File: src/rtl/fp_accum_pkg.sv
// Shared types for the fp16-into-fp32 accumulate scheduler.
package fp_accum_pkg;

  typedef logic [15:0] fp16_t;
  typedef logic [31:0] fp32_t;

  localparam fp32_t FP32_ZERO = 32'h0000_0000;
  localparam fp16_t FP16_ZERO = 16'h0000;

  // Wide enough for any accumulator bank this block is built with.
  localparam int MAX_IDX_W = 8;

  typedef struct packed {
    logic                 valid;
    logic [MAX_IDX_W-1:0] idx;
  } inflight_t;

endpackage

File: src/rtl/rr_arbiter.sv
// Round-robin arbiter: one-hot grant, search starts at the rotating pointer,
// pointer moves past the winner only when a grant is actually made.
module rr_arbiter #(
  parameter int N = 4
) (
  input  logic         clk_i,
  input  logic         rst_i,
  input  logic [N-1:0] req_i,
  input  logic         en_i,
  output logic [N-1:0] gnt_o
);

  localparam int PW = (N > 1) ? $clog2(N) : 1;

  logic [PW-1:0] r_ptr;
  logic [PW-1:0] w_sel;
  logic [PW-1:0] w_next_ptr;
  logic          w_take;

  // Lowest requester overall, overridden by the lowest one at or above the pointer.
  always_comb begin
    w_sel = '0;
    for (int i = N - 1; i >= 0; i--) begin
      w_sel = req_i[i] ? PW'(i) : w_sel;
    end
    for (int i = N - 1; i >= 0; i--) begin
      w_sel = (req_i[i] && (i >= int'(r_ptr))) ? PW'(i) : w_sel;
    end
  end

  assign w_take     = en_i & (|req_i);
  assign w_next_ptr = (w_sel == PW'(N - 1)) ? '0 : (w_sel + PW'(1));
  assign gnt_o      = w_take ? (N'(1) << w_sel) : '0;

  always_ff @(posedge clk_i) begin
    if (rst_i) begin
      r_ptr <= '0;
    end else if (w_take) begin
      r_ptr <= w_next_ptr;
    end
  end

endmodule

File: src/rtl/fp_accum_scheduler.sv
// Arbitrates fp16 addends from several requesters onto one shared fp32 adder
// and keeps the fp32 accumulator bank, blocking reuse of an index until its sum returns.
module fp_accum_scheduler
  import fp_accum_pkg::*;
#(
  parameter int NUM_REQ   = 4,
  parameter int NUM_ACC   = 16,
  parameter int ADDER_LAT = 3,
  parameter int IDX_W     = $clog2(NUM_ACC)
) (
  input  logic                     clk_i,
  input  logic                     rst_i,
  input  logic [NUM_REQ-1:0]       req_valid_i,
  output logic [NUM_REQ-1:0]       req_ready_o,
  input  logic [NUM_REQ*16-1:0]    req_data_i,
  input  logic [NUM_REQ*IDX_W-1:0] req_idx_i,
  input  logic                     clr_valid_i,
  input  logic [IDX_W-1:0]         clr_idx_i,
  output logic                     clr_ready_o,
  output logic [15:0]              add_fp16_o,
  output logic [31:0]              add_fp32_o,
  input  logic [31:0]              add_result_i,
  input  logic [IDX_W-1:0]         rd_idx_i,
  output logic [31:0]              rd_data_o,
  output logic                     rd_busy_o,
  output logic                     idle_o
);

  fp32_t              r_acc [NUM_ACC];
  logic [NUM_ACC-1:0] r_busy;
  // Stage 0 lines up with the operand cycle, so the last stage meets the adder output.
  inflight_t          r_pipe [ADDER_LAT+1];
  fp16_t              r_fp16;
  fp32_t              r_fp32;

  logic               w_clr_acc;
  logic [NUM_REQ-1:0] w_elig;
  logic [NUM_REQ-1:0] w_gnt;
  logic [IDX_W-1:0]   w_ridx;
  fp16_t              w_sel_data;
  logic [IDX_W-1:0]   w_sel_idx;
  logic               w_issue;
  inflight_t          w_push;
  logic               w_head_v;
  logic [IDX_W-1:0]   w_wb_idx;
  logic [NUM_ACC-1:0] w_wb_mask;
  logic [NUM_ACC-1:0] w_iss_mask;
  logic               w_inflight;

  assign w_clr_acc = clr_valid_i & ~r_busy[clr_idx_i];

  // A clear wins over a request to the same accumulator in the same cycle.
  always_comb begin
    w_elig = '0;
    w_ridx = '0;
    for (int i = 0; i < NUM_REQ; i++) begin
      w_ridx    = req_idx_i[i*IDX_W +: IDX_W];
      w_elig[i] = req_valid_i[i] & ~r_busy[w_ridx] & ~(w_clr_acc & (clr_idx_i == w_ridx));
    end
  end

  rr_arbiter #(.N(NUM_REQ)) u_arb (
    .clk_i (clk_i),
    .rst_i (rst_i),
    .req_i (w_elig),
    .en_i  (1'b1),
    .gnt_o (w_gnt)
  );

  always_comb begin
    w_sel_data = FP16_ZERO;
    w_sel_idx  = '0;
    for (int i = 0; i < NUM_REQ; i++) begin
      w_sel_data = w_gnt[i] ? req_data_i[i*16 +: 16] : w_sel_data;
      w_sel_idx  = w_gnt[i] ? req_idx_i[i*IDX_W +: IDX_W] : w_sel_idx;
    end
  end

  assign w_issue     = |w_gnt;
  assign w_push      = '{valid: w_issue, idx: MAX_IDX_W'(w_sel_idx)};
  assign w_head_v    = r_pipe[ADDER_LAT].valid;
  assign w_wb_idx    = IDX_W'(r_pipe[ADDER_LAT].idx);
  assign w_wb_mask   = w_head_v ? (NUM_ACC'(1) << w_wb_idx) : '0;
  assign w_iss_mask  = w_issue ? (NUM_ACC'(1) << w_sel_idx) : '0;

  always_comb begin
    w_inflight = 1'b0;
    for (int k = 0; k <= ADDER_LAT; k++) begin
      w_inflight = w_inflight | r_pipe[k].valid;
    end
  end

  always_ff @(posedge clk_i) begin
    if (rst_i) begin
      for (int k = 0; k <= ADDER_LAT; k++) begin
        r_pipe[k] <= '0;
      end
    end else begin
      r_pipe[0] <= w_push;
      for (int k = 1; k <= ADDER_LAT; k++) begin
        r_pipe[k] <= r_pipe[k-1];
      end
    end
  end

  // Operands hold between issues; the datapath result is only consumed when tagged valid.
  always_ff @(posedge clk_i) begin
    if (rst_i) begin
      r_fp16 <= FP16_ZERO;
      r_fp32 <= FP32_ZERO;
    end else if (w_issue) begin
      r_fp16 <= w_sel_data;
      r_fp32 <= r_acc[w_sel_idx];
    end
  end

  // Writeback and clear never target the same index: a busy index refuses clears.
  always_ff @(posedge clk_i) begin
    if (rst_i) begin
      for (int a = 0; a < NUM_ACC; a++) begin
        r_acc[a] <= FP32_ZERO;
      end
      r_busy <= '0;
    end else begin
      r_busy <= (r_busy & ~w_wb_mask) | w_iss_mask;
      if (w_head_v) begin
        r_acc[w_wb_idx] <= add_result_i;
      end
      if (w_clr_acc) begin
        r_acc[clr_idx_i] <= FP32_ZERO;
      end
    end
  end

  assign req_ready_o = w_gnt;
  assign clr_ready_o = w_clr_acc;
  assign add_fp16_o  = r_fp16;
  assign add_fp32_o  = r_fp32;
  assign rd_data_o   = r_acc[rd_idx_i];
  assign rd_busy_o   = r_busy[rd_idx_i];
  assign idle_o      = ~w_inflight;

endmodule
File: config.mk
export PLATFORM = sky130hd
export DESIGN_NAME = fp_accum_scheduler
export DESIGN_NICKNAME = d
export VERILOG_FILES = /design/src/rtl/fp_accum_pkg.sv /design/src/rtl/rr_arbiter.sv /design/src/rtl/fp_accum_scheduler.sv
export SDC_FILE = /design/constraint.sdc
export NUM_CORES = 1
export LEC_CHECK = 0
export CORE_MARGIN = 2
export CORE_UTILIZATION = 40
export DETAILED_ROUTE_END_ITERATION = 8
export GPL_ROUTABILITY_DRIVEN = 0
export HOLD_SLACK_MARGIN = 0.02
export PLACE_DENSITY = 0.62
export SETUP_SLACK_MARGIN = 0.4
export SLEW_MARGIN = 25
export SYNTH_ARGS = -nofsm -noshare
export SYNTH_HDL_FRONTEND = slang
export SYNTH_SLANG_ARGS = --single-unit
File: constraint.sdc
create_clock -name clk_i -period 7.7 [get_ports clk_i]
set_input_delay 1.925 -clock clk_i [delete_from_list [all_inputs] [get_ports clk_i]]
set_output_delay 1.925 -clock clk_i [all_outputs]
set_load 0.02 [all_outputs]
==> run metrics <==
Finished Cell Area=35,600 um2; clk_lat worst skew=0.63 ns; area share of the largest cell type after synthesis=between 40 and 50%; CP Max Fanout=11; Tot Pwr=12.1 mW; CP endpoint kind=output pin; Layout area overhead=19.2%; total gr overflow=0; clock buffer depth=3; Core Footprint=74,100 um2; Total Routing Usage GR=around a third; Fin. Hold Viols=0; Synth Cell Area=29,800 um2; DR vias=28,842; I/O pins=214; DRT iter0 DRCs=3,998; VDD IR-drop max=0.000361 V; setup repair after global routing missed its margin=false; Final TNS setup=0 ns; Clock transition at path regs=0.06 ns; Hold Path Class=reg -> reg; row count=100; Compound-Gate Fraction of Synth Area=about a fifth; largest family of logic cells by synthesized area=compound AO/OA/AOI/OAI gates; Clock Sinks=598; Via density=6.63; first drt pass iteration count=6; Final Util=48.0%; power per cell area=340 nW/um2; syn_area_per_cell=9.07 um2; CTS tree=yes; layout net count=roughly 3,500; Max-cap violations=0; ys flop type=dfxtp_1; Total Wirelength=roughly 130 mm; clock skew=about 0.028 ns; HPWL Detailed=78.2 mm; Setup Viol. Count Final=0; largest net degree at the start of global routing=around 110; Arr. time, crit path=5.15 ns; Post-CTS Hold Buffers=0; LEAKAGE=13.2 nW; DP Worst Slack=0.174 ns; top post-synthesis cells by area=dfxtp_1 40%, mux4_2 14%, a22oi_1 12%; die area=76,800 um2; register area share after synthesis=40.1%; Post-Syn Instances=3,289; Peak Freq=141 MHz; worst-margin pin slew=1.14 ns; Synth Register Bits=598; htree depth=3; wire length per cell=29.9 um; post-synthesis mux area share=17.7%; die width=277 um; XOR/XNOR Fraction of Synth Area=0.470%; I/O Buffers=between 200 and 250; final setup margin=0.627 ns; Worst setup SP type=input port; Final Slew Violations=0; crit path time final=7.07 ns; leading area contributor after synthesis=dfxtp_1; Yosys Warn Count=0; Worst EP required=5.78 ns; global-route wire length before repair=186 mm; worst setup path class=in -> out; EDFF count, synth=0; Async SR Flop Fraction=0%; Synth Area in Simple Gates=16.2%; post-synth cell types=66; Mapped Nets=about 3,400; root buf cell=clkbuf_16; Area after DPL=between 30,000 and 40,000 um2; Max-slew headroom=between 20% and 30%; initial antenna violation count=7; Final ANT Viol Nets=0; final cycle utilization of the critical path=between 90 and 100%; Die Span Y=roughly 280 um; drt drc=0; filler cell count=6,948; starting density of the core=about 40%; share of cells above drive strength 1=15.3%; status=completed; adder-cell area share of the yosys netlist=less than 1%; vias in the first global route=between 20,000 and 30,000; Num CTS Buffers=67
stage by stage:
step	std cells	hold WS (ns)
3_3_place_gp	4226	0.415
2_1_floorplan	3289	0.414
6_report	4347	0.437
4_1_cts	4345	0.435
5_1_grt	4347	0.454
3_5_place_dp	4227	0.420
per-layer routing:
metal | part of all wire (%) | track usage (%)
met1 | 38 | 42.7
met3 | 13 | 7.71
met4 | 5.6 | 16.7
met5 | 0.036 | 0
met2 | 44 | 49.8
timing repair:
action	in CTS	in global routing
gates resized for setup	9	4
setup buffers	1	0
pin swaps	1	1
endpoints found under the setup margin	4	4
cell usage after synthesis (11+ instances only):
library cell	n
dfxtp_1	598
nor2_1	525
a22oi_1	469
nand2_1	442
clkbuf_1	263
mux4_2	184
a21oi_1	101
mux2i_1	95
nand3_1	74
a31oi_1	51
buf_1	44
buf_2	40
o211ai_1	32
nor2b_1	28
nor3_1	27
a221oi_1	24
o21ai_0	21
o22ai_1	18
mux2_2	17
a32oi_1	16
nand4_1	16
o22a_1	16
xnor2_1	16
a211oi_1	15
buf_4	15
and3_1	14
a2bb2oi_1	13
and2_1	11
cells in the final DEF (no fill, tap or decap), types with 20 or more instances in the layout:
cell / count
clkdlybuf4s50_1: 202
dfxtp_1: 598
nand3_1: 73
nand2_1: 440
nor2b_1: 27
buf_4: 106
nor2_4: 24
nor3_1: 21
a31oi_1: 48
a22oi_1: 469
o21ai_0: 20
nor2_1: 500
o211ai_1: 32
a21oi_1: 89
mux2i_1: 95
clkbuf_16: 70
mux4_2: 184
a221oi_1: 23
state kept, by name (all words and copies together), names as in the netlist:
signal       flops
add_fp32_o      32
r_acc          512
u_arb.r_ptr      2
r_pipe          20
add_fp16_o      16
r_busy          16
cell type report:
cell class | instances | area (um2) | share of cell area (%)
clock inverter | 20 | 220 | 0.619
timing repair buffer | 336 | 3280 | 9.23
inverter | 10 | 37.5 | 0.106
tap | 969 | 1210 | 3.41
sequential | 598 | 12000 | 33.7
clock buffer | 97 | 1990 | 5.60
multi-input combinational | 2316 | 16800 | 47.4
antenna | 1 | 2.50 | 0.00704
where the power goes:
part,internal [mW],switching (mW),total [mW]
Clock,1.91,1.39,3.30
Combinational,1.77,3.61,5.38
Sequential,3.25,0.160,3.41
worst max-delay path, cell delays in order:
cell	delay, ns
clkdlybuf4s50_1	0.52
buf_4	0.21
mux4_2	0.32
a32o_2	0.33
nor4_4	0.35
or3_1	0.17
a21boi_0	0.16
o21ai_0	0.11
a21oi_2	0.20
inv_1	0.09
ha_1	0.26
and2_1	0.16
dlygate4sd2_1	0.33
final timing paths:
check / from / endpoint / slack [ns] / cells past startpoint
worst max-delay path: clr_idx_i[1] / req_ready_o[0] / 0.63 / 13
worst min-delay path: r_pipe[0][10] / r_pipe[0][19] / 0.44 / 1
worst max register to register: r_busy[8] / add_fp32_o[10] / 2.41 / 18
worst min register to register: r_pipe[0][10] / r_pipe[0][19] / 0.44 / 1
cell families (layout without fill, tap and decap cells):
kind of cell    count (synthesis)  after routing
compound gates                829            829
buf+inv                       375            463
other cells                     0              1
fa+ha+maj                       4              4
mux                           296            296
simple gates                 1171           1171
xor+xnor                       16             16
flops                         598            598
(Power assumes the default switching activity.)
